File: config.mk
export PLATFORM = sky130hd
export DESIGN_NAME = lc3_mem_arbiter
export DESIGN_NICKNAME = d
export VERILOG_FILES = /design/src/rtl/lc3_mem_arbiter.sv
export SDC_FILE = /design/constraint.sdc
export NUM_CORES = 1
export LEC_CHECK = 0
export BUFFER_PORTS_ARGS = -buffer_cell sky130_fd_sc_hd__buf_2
export CAP_MARGIN = 20
export CORE_UTILIZATION = 48
export CTS_CLUSTER_SIZE = 24
export DETAILED_ROUTE_END_ITERATION = 7
export PLACE_DENSITY = 0.91
export SETUP_SLACK_MARGIN = 0.15
export SLEW_MARGIN = 15
export SYNTH_ARGS = -nofsm -noshare
export SYNTH_HDL_FRONTEND = slang
export SYNTH_SLANG_ARGS = --single-unit
File: constraint.sdc
create_clock -name clk -period 2.3 [get_ports clk]
set_input_delay 0.69 -clock clk [delete_from_list [all_inputs] [get_ports clk]]
set_output_delay 0.69 -clock clk [all_outputs]
set_load 0.1 [all_outputs]
File: src/rtl/lc3_mem_arbiter.sv
// lc3_mem_arbiter
//   Shares one single-port memory between the instruction-fetch path and the
//   load/store path of an LC-3 core. Only one access is in flight at a time.
//   Simultaneous requests alternate between the two ports so neither starves.
//   Each access holds mem_en for 1+WAIT_STATES cycles. After that the granted
//   port's ack pulses for one cycle.
//
// Parameters
//   WAIT_STATES  extra memory cycles after the first access cycle (0..3)
//
// Ports
//   clk, reset                  system clock; asynchronous active-low reset
//   fetch_req/addr              instruction-fetch read request
//   fetch_ack/data              completion pulse and registered fetched word
//   data_req/we/addr/wdata      load (we=0) or store (we=1) request
//   data_ack/rdata              completion pulse and registered load word
//   mem_en/we/addr/wdata/rdata  memory-side strobe, write enable, address, data
//   busy                        high whenever a transaction is in progress
module lc3_mem_arbiter #(
  parameter int WAIT_STATES = 2
) (
  input  logic        clk,
  input  logic        reset,
  input  logic        fetch_req,
  input  logic [15:0] fetch_addr,
  output logic        fetch_ack,
  output logic [15:0] fetch_data,
  input  logic        data_req,
  input  logic        data_we,
  input  logic [15:0] data_addr,
  input  logic [15:0] data_wdata,
  output logic        data_ack,
  output logic [15:0] data_rdata,
  output logic        mem_en,
  output logic        mem_we,
  output logic [15:0] mem_addr,
  output logic [15:0] mem_wdata,
  input  logic [15:0] mem_rdata,
  output logic        busy
);

  typedef enum logic [1:0] {IDLE, ACCESS, WAIT, DONE} state_t;

  localparam logic [1:0] WAIT_LOAD = 2'(WAIT_STATES);

  state_t      state, next_state;
  logic [15:0] lat_addr, lat_wdata;
  logic        lat_we;
  logic        lat_is_data;
  logic        last_grant_data;
  logic [1:0]  wait_cnt;
  logic        grant_fetch, grant_data;
  logic        last_access;

  // Grants happen only from IDLE. On a conflict, last_grant_data decides the
  // winner: the port that was not served most recently goes first.
  always_comb begin
    grant_fetch = 1'b0;
    grant_data  = 1'b0;
    if (state == IDLE) begin
      if (fetch_req && data_req) begin
        if (last_grant_data) grant_fetch = 1'b1;
        else                 grant_data  = 1'b1;
      end else begin
        grant_fetch = fetch_req;
        grant_data  = data_req;
      end
    end
  end

  // This is the final cycle with mem_en high. On the edge that ends it, read
  // data is captured and the FSM moves to DONE.
  assign last_access = ((state == ACCESS) && (WAIT_STATES == 0)) ||
                       ((state == WAIT) && (wait_cnt == 2'd1));

  assign busy = (state != IDLE);

  always_ff @(posedge clk or negedge reset) begin
    if (!reset) state <= IDLE;
    else        state <= next_state;
  end

  // The memory bus is driven only during ACCESS/WAIT, so the async reset of
  // state drops mem_en/mem_we immediately.
  always_comb begin
    next_state = state;
    mem_en     = 1'b0;
    mem_we     = 1'b0;
    mem_addr   = 16'h0000;
    mem_wdata  = 16'h0000;
    fetch_ack  = 1'b0;
    data_ack   = 1'b0;
    case (state)
      IDLE: begin
        if (grant_fetch || grant_data) next_state = ACCESS;
      end
      ACCESS, WAIT: begin
        mem_en    = 1'b1;
        mem_we    = lat_we;
        mem_addr  = lat_addr;
        mem_wdata = lat_wdata;
        if (last_access)           next_state = DONE;
        else if (state == ACCESS)  next_state = WAIT;
      end
      DONE: begin
        fetch_ack  = ~lat_is_data;
        data_ack   = lat_is_data;
        next_state = IDLE;
      end
      default: next_state = IDLE;
    endcase
  end

  // Operands are latched at grant time, so the requester may change them
  // afterwards without disturbing the access in flight.
  always_ff @(posedge clk or negedge reset) begin
    if (!reset) begin
      lat_addr        <= 16'h0000;
      lat_wdata       <= 16'h0000;
      lat_we          <= 1'b0;
      lat_is_data     <= 1'b0;
      last_grant_data <= 1'b1;
      wait_cnt        <= 2'd0;
      fetch_data      <= 16'h0000;
      data_rdata      <= 16'h0000;
    end else begin
      if (grant_fetch || grant_data) begin
        lat_addr        <= grant_data ? data_addr : fetch_addr;
        lat_wdata       <= grant_data ? data_wdata : 16'h0000;
        lat_we          <= grant_data & data_we;
        lat_is_data     <= grant_data;
        last_grant_data <= grant_data;
      end
      if (state == ACCESS)     wait_cnt <= WAIT_LOAD;
      else if (state == WAIT)  wait_cnt <= wait_cnt - 2'd1;
      if (last_access && !lat_we) begin
        if (lat_is_data) data_rdata <= mem_rdata;
        else             fetch_data <= mem_rdata;
      end
    end
  end

endmodule
==> impl_metrics.toml <==
[cts]
path_clk_slew_ns = 0.07
clk_latency_ns = 0.33
cts_buffers = 9
cts.sinks = 71
htree_levels = 3
cts_tree = "built"
cts.path.max_buffers = 2
cts_root_buf = "clkbuf_8"

[hold_path]
hold_class = "in -> async"

[detailed_routing]
wire_per_inst_um = 17.4
post-route-drc-count = 0
drt-total-wl_um = 8710
vias = 2774
drt_pass1_iterations = 4
drt_iter0_markers = 150
ant_nets = 0
vias_per_cell = 5.55

[synthesis]
yosys_warnings = 0
syn_area_mm2 = 0.00331
synth_area_leaders = "dfrtp_1, mux2_2, and2_1"
synthFlopType = "dfrtp_1"
syn_nets = 350
synth.most_common_cell = "dfrtp_1"
ys_types = 34
synthArstFlopShare_pct = 100
netlist_instances = 276
synth_commonest_cells = "dfrtp_1, and2_1, mux2_2"
avgSynthCellArea_um2 = 12.0
synth_edf_count = 0
yosysTopAreaCell = "dfrtp_1"
synth-seq-cells = 71
yosysSeqAreaShare_pct = 53.6
synth_top_area_share_pct = 52.9

[run_status]
status = "complete, no violations"

[timing]
slew_violations = 0
clock_skew_ns = 0.00698
rsz0062_at_grt = "true"
max_freq_mhz = 442
finalSetupViolations = 0
finalHoldViolCount = 0
min_period_ns = 2.26
slew-limit-headroom_pct = 49.1
tightest_slew_ns = 0.764
fin_crit_sh_pct = 98.3

[die]
die_y_um = 85.1
core_region_area_mm2 = 0.00649
pin_count = 138
initial_utilization_pct = 51.0
die_w_um = 85.1
rows = 29
die_area_mm2 = 0.00724

[global_route]
grt_pass1_vias = 2795
grt_use_total_pct = 25.0
grt_pass1_wl_um = 13900
grt-ovfl-total = 0
grt_antenna_before_repair = 0
grt_max_degree = 72

[place]
io_buffers = 137
hpwlAfterDp_um = 5870
gp_congestion = 0.813

[setup_path]
reg2reg_depth = 6
start_kind = "flip-flop"
worstPathRequired_ns = 1.61
endpoint_kind = "primary output"
worstSetupPathType = "reg -> out"
worst_ep_arrival_time_ns = 1.57
cp_max_fo = 17

[layout]
diodes = 0
fin_util_pct = 76.6
fillers = 396
syn_to_final_growth_pct = 50.1
final_nets = 493
drive_above_1_share_pct = 58.4

[job]
drv_cap = 0
[worst max-delay path, cell delays in order, from the launching register on]
cell	delay, ns
dfrtp_1	0.38
inv_2	0.07
ha_4	0.31
buf_12	0.15
and2_4	0.16
buf_12	0.16
[cells by family (layout without fill, tap and decap cells)]
family / after synthesis / count (layout) / synth area share, %
multiplexers: 33 / 33 / 12.3
adder cells (fa/ha/maj): 5 / 5 / 1.89
AND/OR/NAND/NOR: 63 / 63 / 11.3
AO/OA/AOI/OAI: 77 / 77 / 16.5
buffers and inverters: 27 / 174 / 4.30
flip-flops: 71 / 71 / 53.6
[registers in the layout, indices dropped and copies added (netlist names)]
register and count:
data_rdata 16, wait_cnt 2, state 2, lat_we 1, lat_is_data 1, lat_addr 16, last_grant_data 1, lat_wdata 16
fetch_data 16
[placed cells by master (no fill, tap or decap), drive strengths merged, types with 5 or more instances in the layout]
master / n
a22o: 17
a31oi: 16
and2: 35
buf: 152
clkbuf: 12
dfrtp: 70
ha: 5
mux2: 33
nor2: 20
o2111ai: 16
o21ai: 19
[through the flow]
step	TNS (ns)	instances	cell area [um2]	setup WS [ns]	hold WS [ns]
2_1_floorplan	-0.0690	276	3430	-0.00542	0.394
3_3_place_gp	0	476	4640	0.223	0.482
3_5_place_dp	0	476	4640	0.161	0.483
4_1_cts	0	499	4940	0.0495	0.394
5_1_grt	0	500	4970	0.00247	0.404
6_report	0	500	4970	0.0384	0.369
[worst paths after layout]
kind                               start         endpoint  slack, ns
min in group clk           fetch_data[0]    fetch_data[0]       0.50
max                             state[0]      mem_addr[8]       0.04
max in group asynchronous          reset  last_grant_data       1.59
min reg2reg                fetch_data[0]    fetch_data[0]       0.50
min                                reset     lat_wdata[5]       0.37
max reg2reg                     state[0]    lat_wdata[14]       0.41
[routing by layer]
layer / wire, um / share of wire, % / GRT usage [%]
met5: 0 / 0 / 0
met4: 142 / 1.6 / 11.1
met3: 638 / 7.3 / 5.25
met2: 4580 / 53 / 43.5
met1: 3350 / 38 / 30.0
[layout make-up]
class	count	area [um2]	area share, %
Inverter	6	26.3	0.528
Clock buffer	11	141	2.84
Sequential cell	71	1780	35.7
Timing Repair Buffer	153	1400	28.1
Tap cell	77	96.3	1.94
Multi-Input combinational cell	178	1510	30.4
Clock inverter	4	22.5	0.453
[timing repair]
action | 4_1_cts | 5_1_grt
gates resized for setup | 20 | 7
hold buffers | 0 | 0
setup endpoints to repair | 37 | 36
pin swaps | 1 | 1
setup buffers | 8 | 1
Power is left out: the tool's default activity adds up to more than one toggle a clock period on the data nets, which glitch-free logic cannot reach.
